===== src/rtl/rr_grant_pkg.sv =====
// Shared types and sizes for the round-robin grant scheduler.
package rr_grant_pkg;

  localparam int unsigned N_REQ = 8;
  localparam int unsigned IDX_W = 3;

  typedef enum logic {
    IDLE  = 1'b0,
    GRANT = 1'b1
  } state_t;

endpackage


===== src/rtl/dec3to8_en.sv =====
// 3-to-8 one-hot decoder with enable; all-zero output when disabled.
module dec3to8_en
  import rr_grant_pkg::*;
(
  input  logic [IDX_W-1:0] idx,
  input  logic             en,
  output logic [N_REQ-1:0] y
);

  always_comb begin
    y = '0;
    if (en) y[idx] = 1'b1;
  end

endmodule


===== src/rtl/rr_grant_sched.sv =====
// Round-robin scheduler: grants one of eight requesters through a shared
// 3-to-8 decoder and holds the grant until release or hold timeout.
module rr_grant_sched
  import rr_grant_pkg::*;
#(
  parameter int unsigned MAX_HOLD = 15
) (
  input  logic             clk,
  input  logic             rst,
  input  logic [N_REQ-1:0] req,
  input  logic             done,
  output logic [N_REQ-1:0] grant,
  output logic [IDX_W-1:0] grant_idx,
  output logic             grant_valid,
  output logic             timeout
);

  localparam int unsigned CNT_W     = (MAX_HOLD == 0) ? 1 : $clog2(MAX_HOLD + 1);
  localparam int unsigned HOLD_LAST = (MAX_HOLD == 0) ? 0 : MAX_HOLD - 1;
  localparam bit          HOLD_EN   = (MAX_HOLD != 0);

  state_t           state, state_nxt;
  logic [IDX_W-1:0] ptr, ptr_nxt;
  logic [IDX_W-1:0] idx_nxt;
  logic             valid_nxt;
  logic             timeout_nxt;
  logic [CNT_W-1:0] hold_cnt, cnt_nxt;
  logic             release_c;

  // Rotate so ptr sits at bit 0, take the lowest set bit, then undo the rotation.
  function automatic logic [IDX_W-1:0] rr_pick(input logic [N_REQ-1:0] r,
                                               input logic [IDX_W-1:0] p);
    logic [2*N_REQ-1:0] dbl;
    logic [N_REQ-1:0]   rot;
    logic [IDX_W-1:0]   off;
    dbl = {r, r};
    rot = N_REQ'(dbl >> p);
    off = '0;
    for (int i = N_REQ - 1; i >= 0; i--) begin
      if (rot[i]) off = IDX_W'(i);
    end
    return IDX_W'(p + off);
  endfunction

  assign release_c = done || !req[grant_idx];

  always_ff @(posedge clk or posedge rst) begin
    if (rst) begin
      state       <= IDLE;
      ptr         <= '0;
      grant_idx   <= '0;
      grant_valid <= 1'b0;
      timeout     <= 1'b0;
      hold_cnt    <= '0;
    end else begin
      state       <= state_nxt;
      ptr         <= ptr_nxt;
      grant_idx   <= idx_nxt;
      grant_valid <= valid_nxt;
      timeout     <= timeout_nxt;
      hold_cnt    <= cnt_nxt;
    end
  end

  always_comb begin
    state_nxt   = state;
    ptr_nxt     = ptr;
    idx_nxt     = grant_idx;
    valid_nxt   = grant_valid;
    timeout_nxt = 1'b0;
    cnt_nxt     = hold_cnt;
    case (state)
      IDLE: begin
        if (|req) begin
          state_nxt = GRANT;
          idx_nxt   = rr_pick(req, ptr);
          valid_nxt = 1'b1;
          cnt_nxt   = '0;
        end
      end
      GRANT: begin
        // A release in the same cycle as the hold limit wins, so no timeout pulse.
        if (release_c) begin
          state_nxt = IDLE;
          valid_nxt = 1'b0;
          ptr_nxt   = IDX_W'(grant_idx + 1'b1);
        end else if (HOLD_EN && (hold_cnt == CNT_W'(HOLD_LAST))) begin
          state_nxt   = IDLE;
          valid_nxt   = 1'b0;
          timeout_nxt = 1'b1;
          ptr_nxt     = IDX_W'(grant_idx + 1'b1);
        end else if (hold_cnt != {CNT_W{1'b1}}) begin
          cnt_nxt = CNT_W'(hold_cnt + 1'b1);
        end
      end
      default: begin
        state_nxt = IDLE;
        valid_nxt = 1'b0;
      end
    endcase
  end

  dec3to8_en u_dec (
    .idx (grant_idx),
    .en  (grant_valid),
    .y   (grant)
  );

endmodule

===== config.mk =====
export PLATFORM = sky130hd
export DESIGN_NAME = rr_grant_sched
export DESIGN_NICKNAME = d
export VERILOG_FILES = /design/src/rtl/rr_grant_pkg.sv /design/src/rtl/dec3to8_en.sv /design/src/rtl/rr_grant_sched.sv
export SDC_FILE = /design/constraint.sdc
export NUM_CORES = 1
export LEC_CHECK = 0
export ABC_AREA = 0
export CAP_MARGIN = 25
export CORE_MARGIN = 4
export CORE_UTILIZATION = 30
export DETAILED_ROUTE_END_ITERATION = 8
export PLACE_DENSITY_LB_ADDON = 0.25
export SKIP_LAST_GASP = 1
export SYNTH_ARGS = -nofsm -noshare
export SYNTH_HDL_FRONTEND = slang
export SYNTH_SLANG_ARGS = --single-unit

===== constraint.sdc =====
create_clock -name clk -period 6.6 [get_ports clk]
set_input_delay 1.65 -clock clk [delete_from_list [all_inputs] [get_ports clk]]
set_output_delay 1.65 -clock clk [all_outputs]
set_load 0.02 [all_outputs]

# == Word level (Yosys, flattened, before mapping) ==
# Index checks and enable logic that the tools add are counted.
# Widths: inputs -> output; s select.
# word_totals
out_inout_bits,13
word_cells,62
ff_bits,13
# classes
addsub,3
bitwise_logic,1
n_reduce_logical,9
n_eq_ne,7
n_mux,33
shifts,1
magnitude_cmp,2
# op_table
cell,count
$mux 3,12
$mux 4,4
$shr 16x3->8,1
$mux 1,11
$mux 8,1
$pmux 4 s2,1
$reduce_or 8->1,1
$ne 2x2->1 const B,3
$reduce_and 2->1,3
$add 4x1->4 const B,1
$eq 4x4->1 const B,1
$lt 3x4->1 const B,1
$ne 4x4->1 const B,1
$pmux 1 s2,2
$reduce_and 4->1,1
$add 3x1->3 const B,1
$add 3x3->3,1
$bmux 1 s3,1
$demux 1 s3,1
$ge 3x1->1 const B,1
$ne 3x1->1 const B,1
$ne 2x1->1 const B,1
$reduce_bool 2->1,1
$logic_and 1x1->1,1
other kinds (3),3

# == Depth between registers and ports, before layout ==
# Gate-level depths: netlist (run 1).
# depth
depth_word,12
ltp_mapped,14
ltp_nobuf,12

# == Cells and area by module ==
# From an unflattened synthesis (run 1), not the netlist that was laid out.
# unflattened
cells_unflattened,158
area_unflattened_um2,1455.1
# modules_own_cells
module,instances,cells_per_inst,area_per_inst_um2,seq_area_each_um2
rr_grant_sched,1,150,1358.8,325.3
dec3to8_en,1,8,96.3,0.0

# == Worst setup path before layout (run 1) ==
# No wires, ideal clock.
# synth_path
kind,input to register
start,input req[6]
end,register grant_idx[2]
setup_slack_ps,2646
arrival_ps,3834
path_stages,12
cell_sequence,inv_1 o21a_1 mux4_2 nor2_1 or3b_2 nand2_1 ha_1 inv_1 fa_1 xnor2_1 or3_1 a31o_2
# synth_via
elab_chain_len,12
elab_cells_between_ends,14
# synth_rtl
item,line_no,text
"start, declared",rr_grant_sched.sv:10,"input logic [N_REQ-1:0] req,"
$shr 16x3->8,rr_grant_sched.sv:37,rot = N_REQ'(dbl >> p);
$mux 3 (8 in series),rr_grant_sched.sv:40,if (rot[i]) off = IDX_W'(i);
$mux 3,rr_grant_sched.sv:74,if (|req) begin
$mux 3,rr_grant_sched.sv:72,case (state)
$add 3x3->3,rr_grant_sched.sv:42,return IDX_W'(p + off);
"end signal, assigned",rr_grant_sched.sv:58,grant_idx <= idx_nxt;
"end, declared",rr_grant_sched.sv:13,"output logic [IDX_W-1:0] grant_idx,"
# Several ways; a longest one is shown, not always the timed one. The select of a mux whose other input is x is not followed.
# A chain may end at the register's enable or synchronous reset.

# == Final worst setup path (run 1) ==
# layout_path
start,input req[0]
end,register grant_idx[2]
# The elaborated chain is that of the path after synthesis.

==> results of run 1 <==
==> registers in the layout, indices dropped and copies added (netlist names) <==
name,count
grant_idx,3
timeout,1
ptr,3
state,1
hold_cnt,4
grant_valid,1
==> stage by stage <==
| step | hold WS, ps | utilization, % | setup slack (ps) | instances | area [um^2] |
|---|---|---|---|---|---|
| 5_1_grt | 577 | 40.1 | 1900 | 216 | 1510 |
| 3_3_place_gp | 515 | 38.9 | 1870 | 212 | 1470 |
| 2_1_floorplan | 497 | - | 2650 | 147 | 1210 |
| 4_1_cts | 541 | 40.1 | 2060 | 216 | 1510 |
| 3_5_place_dp | 533 | 38.9 | 1830 | 212 | 1470 |
| 6_report | 537 | 40.1 | 2050 | 216 | 1510 |
==> final cells by class <==
| cell class | count | share of cell area [%] |
|---|---|---|
| flip-flops and latches | 13 | 21.5 |
| multi-input cells | 117 | 53.6 |
| well taps | 48 | 3.97 |
| inverters | 11 | 2.73 |
| repair buffers | 23 | 15.2 |
| clock inverters | 1 | 0.331 |
| clock buffers | 3 | 2.73 |
==> routing by layer <==
layer	global-route usage [%]	part of all wire (%)
met3	0.842	6.2
met1	15.4	44
met4	6.68	2.1
met2	19.6	47
met5	0	0
==> critical path, stage by stage <==
cell             delay (ps)
clkdlybuf4s50_1         640
inv_1                   100
a21oi_1                 140
mux4_2                  280
nor2_1                   40
or3b_2                  430
nand2_1                  80
ha_1                    130
inv_1                    60
fa_1                    380
xnor2_1                 140
or3_1                   370
a31o_2                  250
==> cells in the final DEF (no fill, tap or decap), types with 2 or more instances in the layout <==
cell type,n
mux2i_1,4
a21oi_1,11
o211ai_1,2
a211oi_1,3
a31o_2,2
a31oi_1,3
inv_1,10
nor2b_1,2
clkbuf_8,3
o2111ai_1,2
mux4_2,3
ha_1,4
nor2_1,15
dfrtp_1,13
o21a_1,3
xor2_1,2
nand3_1,3
nand2_1,19
nand2b_1,6
o21ai_0,5
a311oi_1,2
clkdlybuf4s50_1,23
nor3_1,9
==> power by group <==
group | total [mW] | switching (mW) | internal (mW)
combinational | 0.373 | 0.185 | 0.188
sequential | 0.184 | 0.0735 | 0.111
clock | 0.0720 | 0.0303 | 0.0417
==> logic make-up (layout without fill, tap and decap cells) <==
logic type / after synthesis / in the layout / synth area share, %
simple gates: 61 / 61 / 24.3
compound gates: 39 / 39 / 22.4
buf+inv: 17 / 38 / 6.10
flops: 13 / 13 / 26.9
mux: 9 / 9 / 12.3
fa+ha+maj: 5 / 5 / 5.79
xor+xnor: 3 / 3 / 2.17
==> final timing paths <==
path / startpoint / to / slack [ps] / cells after the start
hold reg to reg: hold_cnt[0]$_DFFE_PP0P_ / hold_cnt[0]$_DFFE_PP0P_ / 540 / 1
setup / recovery: req[0] / grant_idx[2]$_DFFE_PP0P_ / 2050 / 13
min in group asynchronous: rst / hold_cnt[2]$_DFFE_PP0P_ / 1730 / 2
hold / removal: hold_cnt[0]$_DFFE_PP0P_ / hold_cnt[0]$_DFFE_PP0P_ / 540 / 1
setup reg to reg: ptr[1]$_DFFE_PP0P_ / grant_idx[2]$_DFFE_PP0P_ / 3350 / 11
max in group asynchronous: rst / ptr[2]$_DFFE_PP0P_ / 4530 / 2
==> flow_summary.json, run 1 <==
{
  "status": "completed",
  "end_kind": "flip-flop",
  "yosysMostFrequentCell": "nand2_1",
  "detail_route.first_pass.iterations": 4,
  "wirelength_um": 2980,
  "die-area_um2": 5110,
  "die_x_um": 71.5,
  "rows": 22,
  "synth_top_area_share_pct": 26.9,
  "synthesis.nets": 163,
  "ys_top_cells_by_count": "nand2_1, nor2_1, dfrtp_1",
  "grt_start_max_net_pins": 20,
  "ios": 24,
  "hold_viol": 0,
  "start_util_pct": 32.1,
  "hold_path.class": "reg2reg",
  "powerDensity_nw_per_um2": 416,
  "place_congestion": 0.878,
  "vias": 1191,
  "drive_gt1_share_pct": 7.74,
  "overflow": 0,
  "synth-seq-cells": 13,
  "path_max_fanout": 8,
  "cts_setup_buffers": 0,
  "register_area_um2": 325,
  "synth_edf_count": 0,
  "synthCells": 147,
  "port_buffers": 23,
  "synthFlopType": "dfrtp_1",
  "grt_pass1_vias": 1130,
  "coreArea_um2": 3770,
  "multi_input_area_um2": 811,
  "ys_seq_area_share_pct": 26.9,
  "drtIter0Drc": 46,
  "antenna_found_initial": 0,
  "cp-start-kind": "input pin",
  "cts_hold_buf": 0,
  "synth_top_area_cell": "dfrtp_1",
  "cap_violations": 0,
  "wl_per_cell_um": 13.8,
  "fin_crit_ps": 4550,
  "syn_to_final_growth_pct": 25.1,
  "crit_arrival_ps": 4680,
  "viasPerCell": 5.51,
  "cts_buffer_depth": 2,
  "cts.clk_slew.worst_paths_ps": 60,
  "p_leak_nw": 0.609,
  "fin_crit_sh_pct": 68.9,
  "cts_tree": "done",
  "async_flop_share_pct": 100,
  "clk_latency_ps": 250,
  "synth_cell_types": 42,
  "cts.sinks": 13,
  "htree_num_levels": 1,
  "die_y_um": 71.5,
  "numCtsBuffers": 3,
  "ys_warn_count": 0,
  "fillCellCount": 373,
  "drv_slew": 0,
  "critPathRequiredTime_ps": 6730,
  "rsz0062_at_grt": "no",
  "netlist_top_cells_area": "dfrtp_1, nand2_1, mux4_2",
  "drc_errors": 0,
  "fmax_mhz": 220,
  "syn-cell-area_um2": 1210,
  "nNetsFinal": 185,
  "path_class": "in2reg",
  "antenna_left": 0,
  "setup_tns_ps": 0,
  "hpwl_um": 2320,
  "syn_area_per_cell_um2": 8.23,
  "diodes": 0,
  "grt.total_usage_pct": 11.9,
  "skew_ps": 5.15,
  "cts_root_buffer": "clkbuf_8",
  "slew_headroom_pct": 59.4,
  "tightest_slew_ps": 609,
  "ir_drop_v": 0.000119,
  "post_cts_resize_count": 0,
  "grt_pass1_wl_um": 5000,
  "total_power_mw": 0.629,
  "final-setup-viol-count": 0
}
No activity file was read; power rests on OpenSTA's default activity.
==> run 2: changes to the inputs <==
- clock period: 6.6 -> 4.25 ns (I/O delays scaled with it)
==> run 2 against run 1 <==
Global-route usage grew 0.37 points. Worst setup slack lost 1700 ps. Sequential cell count is the same. Critical path depth shrank 1. Clock skew shrank 3.3 ps. Sequential share of layout area shrank 0.40 points. Core utilization grew 0.76 points. Combinational power grew 56%. Cell count grew 1.9%.
==> flow_summary.json, run 2 (synthesized netlist as in run 1, its figures left out) <==
{
  "status": "completed",
  "setup_tns_ps": 0,
  "drive_gt1_share_pct": 9.30,
  "top_register": "hold_cnt",
  "grt_start_max_net_pins": 20,
  "overflow": 0,
  "cp_cell_sequence": "clkdlybuf4s50_1, inv_1, a21oi_1, mux4_2, or3b_2, nand2_1, ha_1, inv_1, fa_1, xnor2_1, or3_1, a31o_2",
  "post_cts_resize_count": 0,
  "cp-start-kind": "input pin",
  "powerDensity_nw_per_um2": 635,
  "drv_slew": 0,
  "port_buffers": 23,
  "grt.total_usage_pct": 12.3,
  "skew_ps": 1.86,
  "cts_buffer_depth": 2,
  "cp_top_family": "simple AND/OR/NAND/NOR gates",
  "hpwl_um": 2410,
  "holdPathStages": 1,
  "cts_root_buffer": "clkbuf_8",
  "end_kind": "flip-flop",
  "fin_crit_ps": 3860,
  "grt_pass1_wl_um": 5070,
  "die_y_um": 71.5,
  "start_util_pct": 32.1,
  "total_power_mw": 0.980,
  "crit_top_cell": "inv_1",
  "ir_drop_v": 0.000159,
  "cts_hold_buf": 0,
  "wirelength_um": 2990,
  "top_regs": "hold_cnt (4), grant_idx (3), ptr (3)",
  "cts_tree": "done",
  "hold_start": "hold_cnt[0]$_DFFE_PP0P_",
  "cts_setup_buffers": 0,
  "cts.clk_slew.worst_paths_ps": 60,
  "antenna_left": 0,
  "drtIter0Drc": 23,
  "timing.rr.end": "grant_idx[2]$_DFFE_PP0P_",
  "crit_arrival_ps": 3990,
  "antenna_found_initial": 0,
  "critPathSlowestCell": "clkdlybuf4s50_1",
  "diodes": 0,
  "cts.sinks": 13,
  "fmax_mhz": 259,
  "path_buf_inv": 3,
  "hold_viol": 0,
  "grt_pass1_vias": 1130,
  "tightest_slew_ps": 596,
  "fillCellCount": 389,
  "clk_latency_ps": 250,
  "final-setup-viol-count": 0,
  "viasPerCell": 5.37,
  "cap_violations": 0,
  "cp_slowest_stage_delay_ps": 600,
  "slew_headroom_pct": 60.3,
  "r2r_setup_slack_ps": 1090,
  "nNetsFinal": 189,
  "path_class": "in2reg",
  "ios": 24,
  "critPathRequiredTime_ps": 4390,
  "fin_crit_sh_pct": 90.8,
  "largest_reg_flops": 4,
  "wl_per_cell_um": 13.6,
  "syn_to_final_growth_pct": 27.5,
  "htree_num_levels": 1,
  "reg2reg_from": "ptr[1]$_DFFE_PP0P_",
  "place_congestion": 0.905,
  "detail_route.first_pass.iterations": 4,
  "rows": 22,
  "die-area_um2": 5110,
  "coreArea_um2": 3770,
  "path_max_fanout": 6,
  "rsz0062_at_grt": "no",
  "drc_errors": 0,
  "final_common_cell": "clkdlybuf4s50_1",
  "numCtsBuffers": 3,
  "hold_path.class": "reg2reg",
  "die_x_um": 71.5,
  "r2r_cells": 11,
  "p_leak_nw": 0.626,
  "worstHoldEndpoint": "hold_cnt[0]$_DFFE_PP0P_",
  "vias": 1182,
  "final_cell_mix": "clkdlybuf4s50_1, nand2_1, nor2_1"
}
## run 2: changes by cell type in the layout (fill, tap and decap cells not counted)
cell and delta:
buf_4 +4, clkinv_2 -1, clkbuf_1 +1
## run 2: per-layer routing
layer | global-route usage (%) | vias to the layer above | part of all wire, %
li1 | - | 585 | -
met1 | 15.5 | 555 | 47
met2 | 19.6 | 34 | 45
met3 | 1.82 | 8 | 4.9
met4 | 7.52 | 0 | 2.8
met5 | 0 | - | 0
## run 2: metrics by stage
stage | worst slack, ps | utilization (%) | hold WS (ps) | instance area (um^2) | std cells
final | 392 | 40.9 | 534 | 1540 | 220
after global routing | 246 | 40.9 | 593 | 1540 | 220
after CTS | 399 | 40.9 | 536 | 1540 | 220
after detailed placement | 126 | 39.7 | 526 | 1500 | 216
after global placement | 177 | 39.7 | 518 | 1500 | 216
after floorplan | 884 | - | 497 | 1210 | 147
## run 2: power breakdown
group          internal, mW  total [mW]  leakage [nW]  switching, mW
clock                0.0664       0.113        0.0228         0.0466
combinational         0.296       0.581         0.439          0.285
sequential            0.172       0.285         0.164          0.113
total                 0.535       0.980         0.626          0.445
## run 2: worst max path at each step
stage                               end    from  depth (start not counted)  slack, ps
6_report       grant_idx[2]$_DFFE_PP0P_  req[1]                         12        390
5_1_grt        grant_idx[2]$_DFFE_PP0P_  req[1]                         12        250
4_1_cts        grant_idx[2]$_DFFE_PP0P_  req[1]                         12        400
3_5_place_dp   grant_idx[2]$_DFFE_PP0P_  req[1]                         12        130
3_3_place_gp   grant_idx[2]$_DFFE_PP0P_  req[1]                         12        180
2_1_floorplan  grant_idx[2]$_DFFE_PP0P_  req[6]                         12        880
## run 2: final cells by class
cell class	count	area, um^2	area share (%)
Inverter	11	41.3	2.68
Multi-Input combinational cell	117	811	52.6
Sequential cell	13	325	21.1
Clock buffer	4	45.0	2.92
Timing Repair Buffer	27	260	16.9
Tap cell	48	60.1	3.89
## run 2: worst register-to-register path: stages (launching register included)
cell,delay (ps)
dfrtp_1,550
clkinv_1,330
mux4_2,320
nor2_1,40
or3b_2,430
nand2_1,80
ha_1,130
inv_1,50
fa_1,370
xnor2_1,140
or3_1,370
a31o_2,250
==> run 3: changes to the inputs <==
- CAP_MARGIN: 25 -> 0
- TNS_END_PERCENT: default -> 20
==> results of run 3 <==
The final DEF is identical to that of run 2; final timing and power are the same.
